$ cat config.mk
export PLATFORM = sky130hd
export DESIGN_NAME = uart_tx_fsm
export DESIGN_NICKNAME = d
export VERILOG_FILES = /design/src/rtl/uart_tx_pkg.sv /design/src/rtl/uart_tx_parity_calc.sv /design/src/rtl/uart_tx_fsm.sv
export SDC_FILE = /design/constraint.sdc
export NUM_CORES = 1
export LEC_CHECK = 0
export ABC_AREA = 0
export CORE_MARGIN = 2
export CORE_UTILIZATION = 44
export DETAILED_ROUTE_END_ITERATION = 6
export DONT_BUFFER_PORTS = 1
export SYNTH_ARGS = -nofsm -noshare
export SYNTH_HDL_FRONTEND = slang
export SYNTH_HIERARCHICAL = 1
export SYNTH_SLANG_ARGS = --single-unit
$ cat constraint.sdc
create_clock -name CLK -period 1.6 [get_ports CLK]
set_clock_uncertainty 0.05 [all_clocks]
set_input_delay 0.16 -clock CLK [delete_from_list [all_inputs] [get_ports CLK]]
set_output_delay 0.16 -clock CLK [all_outputs]
set_load 0.01 [all_outputs]
$ cat src/rtl/uart_tx_pkg.sv
`default_nettype none
// ============================================================================
//  Module      : uart_tx_pkg
//  Description : Shared definitions for the UART transmit path: frame
//                sequencer state encoding, TX output mux select codes and
//                small decode helpers used by the sequencer and output mux.
//  Revision    : 1.0  initial release
// ============================================================================
package uart_tx_pkg;

  // Frame sequencer states (binary encoded; codes 5..7 are unused and
  // recover to idle on the next clock edge).
  localparam logic [2:0] c_st_idle   = 3'd0;
  localparam logic [2:0] c_st_start  = 3'd1;
  localparam logic [2:0] c_st_data   = 3'd2;
  localparam logic [2:0] c_st_parity = 3'd3;
  localparam logic [2:0] c_st_stop   = 3'd4;

  // TX output mux select codes, shared with the registered output mux.
  localparam logic [1:0] MUX_SEL_START = 2'b00;
  localparam logic [1:0] MUX_SEL_STOP  = 2'b01;
  localparam logic [1:0] MUX_SEL_DATA  = 2'b10;
  localparam logic [1:0] MUX_SEL_PAR   = 2'b11;

  // Map a sequencer state onto the mux select it drives. Idle, stop and
  // any unused code all select the stop level so the line idles high.
  function automatic logic [1:0] f_mux_sel(input logic [2:0] st);
    logic [1:0] sel;
    sel = MUX_SEL_STOP;
    case (st)
      c_st_start:  sel = MUX_SEL_START;
      c_st_data:   sel = MUX_SEL_DATA;
      c_st_parity: sel = MUX_SEL_PAR;
      default:     sel = MUX_SEL_STOP;
    endcase
    return sel;
  endfunction

  // A frame is in progress only in the four legal framing states; an
  // unused code reads as not busy while it recovers.
  function automatic logic f_is_busy(input logic [2:0] st);
    logic b;
    b = 1'b0;
    case (st)
      c_st_start, c_st_data, c_st_parity, c_st_stop: b = 1'b1;
      default:                                        b = 1'b0;
    endcase
    return b;
  endfunction

endpackage : uart_tx_pkg
`default_nettype wire

$ cat src/rtl/uart_tx_parity_calc.sv
`default_nettype none
// ============================================================================
//  Module      : uart_tx_parity_calc
//  Description : Combinational parity generator. par_typ=0 gives even
//                parity, par_typ=1 gives odd parity over DATA_WIDTH bits.
//                Shared between the TX sequencer and the RX parity checker.
//  Revision    : 1.0  initial release
// ============================================================================
module uart_tx_parity_calc #(
  parameter int DATA_WIDTH = 8
) (
  input  logic [DATA_WIDTH-1:0] data,
  input  logic                  par_typ,
  output logic                  par_bit
);

  // XOR chain seeded with the parity type so odd parity falls out directly.
  logic [DATA_WIDTH:0] w_chain;

  assign w_chain[0] = par_typ;

  // One XOR stage per payload bit.
  generate
    for (genvar i = 0; i < DATA_WIDTH; i++) begin : g_xor
      assign w_chain[i+1] = w_chain[i] ^ data[i];
    end
  endgenerate

  assign par_bit = w_chain[DATA_WIDTH];

endmodule : uart_tx_parity_calc
`default_nettype wire

$ cat src/rtl/uart_tx_fsm.sv
`default_nettype none
// ============================================================================
//  Module      : uart_tx_fsm
//  Description : UART transmit frame sequencer. Accepts a parallel payload
//                and walks start / data (LSB first) / optional parity / stop,
//                driving the select and data inputs of the TX output mux.
//                One CLK cycle equals one bit period.
//  Revision    : 1.0  initial release
// ============================================================================
module uart_tx_fsm
  import uart_tx_pkg::*;
#(
  parameter int DATA_WIDTH = 8
) (
  input  logic                  CLK,
  input  logic                  RST,
  input  logic [DATA_WIDTH-1:0] P_DATA,
  input  logic                  DATA_VALID,
  input  logic                  PAR_EN,
  input  logic                  PAR_TYP,
  output logic [1:0]            mux_sel,
  output logic                  ser_data,
  output logic                  par_bit,
  output logic                  busy
);

  localparam int              CNT_W      = $clog2(DATA_WIDTH);
  localparam logic [CNT_W-1:0] c_last_cnt = CNT_W'(DATA_WIDTH - 1);

  logic [2:0]            r_state;
  logic [2:0]            w_state_nxt;
  logic [CNT_W-1:0]      r_bit_cnt;
  logic [DATA_WIDTH-1:0] r_data;
  logic                  r_par_en;
  logic                  r_par_typ;
  logic                  w_accept;
  logic                  w_last_bit;

  // A new frame is taken only from idle or from the stop bit, which gives
  // back-to-back frames with no idle gap while requests mid-frame are dropped.
  assign w_accept   = DATA_VALID && ((r_state == c_st_idle) || (r_state == c_st_stop));
  assign w_last_bit = (r_bit_cnt == c_last_cnt);

  // Next-state decode; unused codes fall back to idle.
  always_comb begin
    w_state_nxt = c_st_idle;
    case (r_state)
      c_st_idle:   w_state_nxt = w_accept ? c_st_start : c_st_idle;
      c_st_start:  w_state_nxt = c_st_data;
      c_st_data: begin
        if (w_last_bit) begin
          w_state_nxt = r_par_en ? c_st_parity : c_st_stop;
        end else begin
          w_state_nxt = c_st_data;
        end
      end
      c_st_parity: w_state_nxt = c_st_stop;
      c_st_stop:   w_state_nxt = w_accept ? c_st_start : c_st_idle;
      default:     w_state_nxt = c_st_idle;
    endcase
  end

  // State register.
  always_ff @(posedge CLK or negedge RST) begin
    if (!RST) begin
      r_state <= c_st_idle;
    end else begin
      r_state <= w_state_nxt;
    end
  end

  // Bit counter: advances through the payload in DATA and parks at zero
  // everywhere else, so it is already cleared when START hands over.
  always_ff @(posedge CLK or negedge RST) begin
    if (!RST) begin
      r_bit_cnt <= '0;
    end else if ((r_state == c_st_data) && !w_last_bit) begin
      r_bit_cnt <= r_bit_cnt + CNT_W'(1);
    end else begin
      r_bit_cnt <= '0;
    end
  end

  // Frame latch: payload and parity controls are captured only on accept,
  // so upstream changes mid-frame cannot disturb the frame in flight.
  always_ff @(posedge CLK or negedge RST) begin
    if (!RST) begin
      r_data    <= '0;
      r_par_en  <= 1'b0;
      r_par_typ <= 1'b0;
    end else if (w_accept) begin
      r_data    <= P_DATA;
      r_par_en  <= PAR_EN;
      r_par_typ <= PAR_TYP;
    end
  end

  // Parity of the latched payload; stable for the whole frame.
  uart_tx_parity_calc #(
    .DATA_WIDTH (DATA_WIDTH)
  ) u_parity (
    .data    (r_data),
    .par_typ (r_par_typ),
    .par_bit (par_bit)
  );

  // Output decodes use registered state only; no input reaches them.
  always_comb begin
    mux_sel  = f_mux_sel(r_state);
    busy     = f_is_busy(r_state);
    ser_data = 1'b0;
    if (r_state == c_st_data) begin
      ser_data = r_data[r_bit_cnt];
    end
  end

endmodule : uart_tx_fsm
`default_nettype wire

# After elaboration in Yosys (flattened, before gate mapping)
# Index checks and enable logic that the tools add are counted.
# word_totals
ff_bits,16
in_bits,13
# op_classes
n_eq_ne,5
n_mux,10
reduce_logical,7
order_cmp,1
addsub,1
bitwise_logic,8
# op_table
cell,n
3-bit case mux with 4 select lines,1
3-bit 2-to-1 mux,3
1-bit XOR,8
3-bit by 2-bit equality test with 1-bit output (second input constant),2
3-bit equality test (second input constant),2
2-bit case mux with 3 select lines,1
3-bit by 4-bit less-than comparator with 1-bit output (second input constant),1
1-bit 2-to-1 mux,4
4-bit OR reduction,1
3-bit by 1-bit adder with 3-bit output (second input constant),1
1-bit binary-select mux with 3-bit select,1
3-bit by 1-bit equality test with 1-bit output (second input constant),1
3-bit logical NOT,1
1-bit logical AND,2
2-bit OR reduction,1
1-bit logical NOT,1
1-bit logical OR,1

# Logic depth before layout (Yosys ltp)
# Gate-level depths: netlist of run 1.
# depth
ltp_word,8
depth_mapped,5

# Cells and area by module
# Netlist of run 1, hierarchy kept.
# modules_own_cells
module,area_per_inst_um2,cells_per_inst,n_inst
uart_tx_fsm,726.9,54,1
uart_tx_parity_calc,82.6,7,1

# Worst setup path before layout of run 1
# No wires, ideal clock.
# synth_path
path_type,reg2out
start,register r_bit_cnt[1]
end,output port ser_data
stages_incl_launch_ff,4
setup_slack_ps,185
arrival_time_ps,1205
required_time_ps,1390
cell_sequence,dfrtp_1 -> mux4_2 -> nor2_1 -> and4b_1
# synth_between
elab_chain_cells,3
# synth_rtl
element,line_no,source
"start, declared",uart_tx_fsm.sv:32,logic [CNT_W-1:0] r_bit_cnt;
"start signal, assigned",uart_tx_fsm.sv:78,r_bit_cnt <= r_bit_cnt + CNT_W'(1);
1-bit binary-select mux with 3-bit select,uart_tx_fsm.sv:113,ser_data = r_data[r_bit_cnt];
1-bit 2-to-1 mux (implied by the code),uart_tx_fsm.sv:113,
1-bit 2-to-1 mux,uart_tx_fsm.sv:112,if (r_state == c_st_data) begin
"end, declared",uart_tx_fsm.sv:22,"output logic ser_data,"
# No other way between the ends. The select of a mux whose other input is x is not followed.

# Worst setup path after layout of run 1
# layout_path
start,register r_data[5]
end,output port par_bit
# layout_between
elab_chain_cells,3
# layout_rtl
element,line_no,source
"start, declared",uart_tx_fsm.sv:33,logic [DATA_WIDTH-1:0] r_data;
"start signal, assigned",uart_tx_fsm.sv:88,r_data <= '0;
"start signal, assigned",uart_tx_fsm.sv:92,r_data <= P_DATA;
1-bit XOR (3 in series),uart_tx_parity_calc.sv:25,assign w_chain[i+1] = w_chain[i] ^ data[i];
"end, declared",uart_tx_fsm.sv:23,"output logic par_bit,"
# No other way between the ends.

==> out/metrics.yaml, run 1 <==
run_status: "finished, violations left"
violations: "setup timing"
initial_antenna_violation_count: 0
htree_levels: 1
globalplace.congestion: 0.729
grt_first_pass_wirelength_um: 2180
detailroute.via_count: 514
tightestPinTransition_ps: 734
maximum_buffer_depth_of_the_clock_tree: 2
hpwl_um: 951
start_util: 0.469
drt-wirelength-per-cell_um: 13.6
irDropWorstVdd_mv: 1.23
syn-num-nets: 76
worst-r2r-cell-count: 6
combPwrFrac: 0.549
total_grt_usage: 0.149
power.sequential.fraction: 0.354
inserted_diodes: 0
dpl.cell_count: 87
internal_power_uw: 1380
fin_setup_tns_ps: -258
drive_above_1_share: 0.282
finish.instance_area_um2: 1010
global_route.overflow_total: 0
flop2flop_setup_slack_ps: 150
clk_sink_count: 16
grt_pass1_vias: 464
hp-class: "in2reg"
finish.net_count: 95
clock_tree.root_cell: "clkbuf_4"
last_element_of_the_critical_path: "par_bit"
cts_tree: "yes"
drt_iter0_markers: 5
p_switching_uw: 769
design.portCount: 18
yosys.cell_types.count: 26
worst_hold_startpoint: "DATA_VALID"
hold_viol: 0
slew_headroom: 0.509
setup.worst_path.class: "reg2out"
clock_latency_ps: 280
syn_avg_cell_area_um2: 13.3
power.static_leakage_uw: 0.000447
pwr_density_cell_nw_per_um2: 2120
netSwitchingFraction: 0.358
area_growth_syn_to_layout_pct: 25.2
worstSetupStartpoint: "r_data[5]$_DFFE_PN0P_"
timing.critical_path.from_type: "flip-flop"
power_frac_clock: 0.098
drt_pass1_iterations: 4
die_area_um2: 2200
cts_made_buffers: 3
fin_crit_ps: 1750
crit_path_max_fanout: 3
final-instance-count-excl-fill: 103
rr_endpoint: "r_state[2]$_DFF_PN0_"
antenna_left: 0
synth-seq-area-share: 0.495
worst_setup_end_kind: "output port"
place_worst_setup_slack_ps: 105
yosys_warnings: 6
clk_transition_reported_paths_ps: 90
max_cap_violations: 0
floorplan.core_area_um2: 1730
floorplan.die.width_um: 46.9
floorplan.die.height_um: 46.9
rsz0062_at_grt: "yes"
grt_start_max_net_pins: 17
detailed_place.area_um2: 857
timing.fmax_ghz: 0.571
regToRegStartpoint: "r_bit_cnt[1]$_DFF_PN0_"
whs_ps: 248
worst-endpoint-required_ps: 1390
route.detailed.vias_per_inst: 4.99
std_cell_rows: 15
slew_viol_final: 0
wl_um: 1410
fin_crit_sh: 1.09
worst-endpoint-arrival_ps: 1540
drt_drc_violations_left: 0
count_of_input_and_output_buffers: 0
final-setup-viol-count: 2
ys_ff_latch: 16
setup_ws_ps: -151
netlist_area_um2: 810
synthCells: 61
[per-layer routing]
metal	share of wire	global-route usage
met1	0.48	0.220
met2	0.45	0.200
met3	0.044	0.0231
met4	0.025	0.100
met5	0	0
[cell usage after synthesis, drive strengths merged]
library cell | number | area share
nor2 | 2 | 0.0093
xnor2 | 6 | 0.074
nand2b | 1 | 0.0077
xor2 | 1 | 0.011
buf | 1 | 0.014
mux2i | 2 | 0.025
ha | 2 | 0.031
dfrtp | 16 | 0.49
nand3 | 1 | 0.0062
nor2b | 1 | 0.0077
mux2 | 10 | 0.14
and2 | 3 | 0.023
nor3b | 1 | 0.0093
and3 | 2 | 0.015
mux4 | 1 | 0.028
nand2 | 1 | 0.0046
inv | 2 | 0.0093
o21ai | 1 | 0.0062
a31o | 1 | 0.011
o211ai | 1 | 0.0093
nand3b | 1 | 0.0093
and4b | 1 | 0.012
a21o | 1 | 0.0093
a21oi | 1 | 0.0062
xnor3 | 1 | 0.028
[power by group through the flow]
stage | Sequential [uW] | Combinational [uW] | Clock [uW]
final | 759 | 1180 | 210
after global routing | 792 | 1270 | 227
after CTS | 763 | 1190 | 215
after detailed placement | 779 | 1010 | 0
after global placement | 781 | 989 | 0
after floorplan | 729 | 879 | 0
[area by class of cell]
class | count | area (um^2)
Clock buffer | 3 | 22.5
Fill cell | 166 | 713
Inverter | 2 | 7.51
Multi-Input combinational cell | 42 | 398
Sequential cell | 16 | 402
Tap cell | 25 | 31.3
Timing Repair Buffer | 15 | 153
[worst max-delay path, stage by stage, from the launching register on]
cell     delay, ps
dfrtp_1        410
xnor2_1        170
xnor3_1        450
xnor2_2        230
[cells by family after synthesis]
group                      share of synthesized area
DFF                                            0.495
and+or+nand+nor                                0.105
muxes                                          0.192
xor gates and xnor gates                       0.113
AOI/OAI and AO/OA                             0.0417
buffers and inverters                         0.0232
adders and majority gates                     0.0309
[worst min-delay path by stage]
stage | end | slack (ps) | depth (start not counted)
floorplan | r_bit_cnt[0]$_DFF_PN0_ | -190 | 0
global placement | r_state[2]$_DFF_PN0_ | -190 | 0
detailed placement | r_bit_cnt[0]$_DFF_PN0_ | -190 | 0
CTS | r_state[0]$_DFF_PN0_ | 240 | 3
global route | r_state[0]$_DFF_PN0_ | 280 | 3
finish | r_state[0]$_DFF_PN0_ | 250 | 3
[through the flow]
stage / util / total power, uW
5_1_grt: 0.587 / 2290
3_3_place_gp: 0.496 / 1770
2_1_floorplan: - / 1610
4_1_cts: 0.587 / 2170
6_report: 0.587 / 2150
3_5_place_dp: 0.496 / 1790
[cells in the final DEF (no fill, tap or decap), types with 2 or more instances in the layout]
cell type,instances
xnor2_1,4
clkbuf_4,3
and3_1,2
ha_1,2
nor2_1,2
inv_1,2
dfrtp_1,15
buf_4,3
and2_1,3
mux2i_1,2
mux2_2,10
dlygate4sd3_1,11
xnor2_2,2
[state kept, by name, indices dropped and copies added, names as in the netlist]
signal,count
r_par_en,1
r_data,8
r_state,3
r_bit_cnt,3
r_par_typ,1
[what timing repair did]
action,4_1_cts,5_1_grt
hold endpoints to repair,26,0
hold buffers,11,0
setup buffers,2,0
setup endpoints to repair,2,2
pin swaps,1,2
gates resized for setup,2,0
Note: power is estimated with default switching activity, not from simulation.
==> inputs of run 2 (changes only) <==
--- a/config.mk
+++ b/config.mk
@@ -9,7 +9,7 @@
 export CORE_MARGIN = 2
 export CORE_UTILIZATION = 44
 export DETAILED_ROUTE_END_ITERATION = 6
-export DONT_BUFFER_PORTS = 1
+export PLACE_DENSITY = 0.71
 export SYNTH_ARGS = -nofsm -noshare
 export SYNTH_HDL_FRONTEND = slang
 export SYNTH_HIERARCHICAL = 1
==> run 2 against run 1 <==
  * The flow still finishes with violations (setup timing)
  * Clock-buffer cell count stayed put
  * Final area is 13% higher
  * Power is 13% higher
  * Utilization is 7.9 points higher
  * Via count is 11% higher
  * Flip-flop and latch count stayed put
  * Non-clock buffer count is 18 higher
  * Sequential power is 3.7% lower
  * Die area stayed put
  * Register-to-register slack worse by 20 ps
  * Routed wire length is 11% higher
  * Critical path depth is 1 higher
  * Largest power group unchanged
  * Highest routed layer unchanged
==> out/metrics.yaml, run 2 (same netlist as run 1, synthesis figures left out) <==
floorplan.die.width_um: 46.9
start_util: 0.469
worst-endpoint-required_ps: 1390
drt_pass1_iterations: 4
rsz0062_at_grt: "yes"
detailroute.via_count: 571
htree_levels: 1
grt_pass1_vias: 576
globalplace.congestion: 0.787
largest_register_ff_count: 8
fin_crit_sh: 1.13
floorplan.core_area_um2: 1730
antenna_left: 0
total_power_uw: 2420
count_of_input_and_output_buffers: 17
layout.core_utilization: 0.666
slew_viol_final: 0
clock_tree.root_cell: "clkbuf_4"
power.static_leakage_uw: 0.000534
timing.critical_path.from_type: "flip-flop"
clk_transition_reported_paths_ps: 90
worst_setup_end_kind: "output port"
total_grt_usage: 0.159
drive_above_1_share: 0.396
inserted_diodes: 0
regToRegStartpoint: "r_bit_cnt[1]$_DFF_PN0_"
area_growth_syn_to_layout_pct: 42.0
largest_register: "r_data"
cts_hold_buf: 0
flop2flop_setup_slack_ps: 130
hold_viol: 0
cts_tree: "yes"
die_area_um2: 2200
grt_start_max_net_pins: 17
floorplan.die.height_um: 46.9
initial_antenna_violation_count: 0
maximum_buffer_depth_of_the_clock_tree: 2
final-setup-viol-count: 2
violations: "setup timing"
worstSetupStartpoint: "r_data[6]$_DFFE_PN0P_"
wl_um: 1560
crit_path_max_fanout: 3
final-instance-count-excl-fill: 121
design.portCount: 18
finish.net_count: 113
route.detailed.vias_per_inst: 4.72
filler_cell_count: 134
finish.instance_area_um2: 1150
irDropWorstVdd_mv: 1.24
timing.fmax_ghz: 0.553
drt_iter0_markers: 11
worst-endpoint-arrival_ps: 1600
hpwl_um: 1220
setup.worst_path.class: "reg2out"
fin_setup_tns_ps: -392
dpl.cell_count: 117
last_element_of_the_critical_path: "ser_data"
pwr_density_cell_nw_per_um2: 2100
detailed_place.area_um2: 1120
slew_headroom: 0.856
grt_first_pass_wirelength_um: 2370
std_cell_rows: 15
setup_ws_ps: -210
drt_drc_violations_left: 0
tightestPinTransition_ps: 216
fin_crit_ps: 1810
max_cap_violations: 0
layout.cells.most_common_list: "16 x dfrtp_1, 15 x buf_4, 12 x clkdlybuf4s50_1, 10 x mux2_2, 4 x xnor2_1"
drt-wirelength-per-cell_um: 12.9
rr_endpoint: "r_state[2]$_DFF_PN0_"
cts_made_buffers: 3
clk_sink_count: 16
worst-r2r-cell-count: 6
layout_top_registers: "r_data x8, r_bit_cnt x3, r_state x3"
clock_latency_ps: 280
run_status: "finished, violations left"
mostFrequentLayoutCell: "dfrtp_1"
global_route.overflow_total: 0
hp-class: "in2async"
==> run 2: worst min-delay path by stage <==
stage	start	end	slack [ps]	depth (start not counted)
after global placement	RST	r_data[7]$_DFFE_PN0P_	450	2
after floorplan	RST	r_bit_cnt[0]$_DFF_PN0_	-190	0
after CTS	RST	r_data[1]$_DFFE_PN0P_	130	2
final	RST	r_data[7]$_DFFE_PN0P_	130	2
after global routing	RST	r_data[0]$_DFFE_PN0P_	150	2
after detailed placement	RST	r_data[7]$_DFFE_PN0P_	450	2
==> run 2: worst max-delay path, cell delays in order (launching register included) <==
cell and delay [ps]:
dfrtp_1 430, mux4_2 490, nor2_2 80, and4b_1 180, buf_2 130
==> run 2: repair_timing <==
item	in CTS	in global routing
endpoints found under the hold margin	0	0
pin swaps	4	2
setup endpoints to repair	5	3
buffers inserted	1	0
cloned	0	0
gates resized for setup	13	3
==> run 2: final cells by class <==
class                   instances  area, um^2  area share
clock buffers                   3        22.5      0.0196
inverters                       2        7.51     0.00653
multi-input cells              42         403       0.350
flip-flops and latches         16         400       0.348
well taps                      25        31.3      0.0272
repair buffers                 33         285       0.248
==> run 2: through the flow <==
| stage | hold slack [ps] | setup slack (ps) |
|---|---|---|
| after global placement | 450 | -249 |
| final | 132 | -210 |
| after floorplan | -186 | 185 |
| after global routing | 153 | -273 |
| after detailed placement | 449 | -299 |
| after CTS | 131 | -251 |
==> run 2: metal layers <==
layer | vias up | part of all wire | GRT usage
li1 | 286 | - | -
met1 | 268 | 0.47 | 0.199
met2 | 15 | 0.48 | 0.266
met3 | 2 | 0.040 | 0.0231
met4 | 0 | 0.0071 | 0.0833
met5 | - | 0 | 0
==> run 2: power breakdown <==
part | internal, uW | switching, uW
clock network | 87.5 | 124
logic | 928 | 545
registers | 581 | 150
total | 1600 | 819
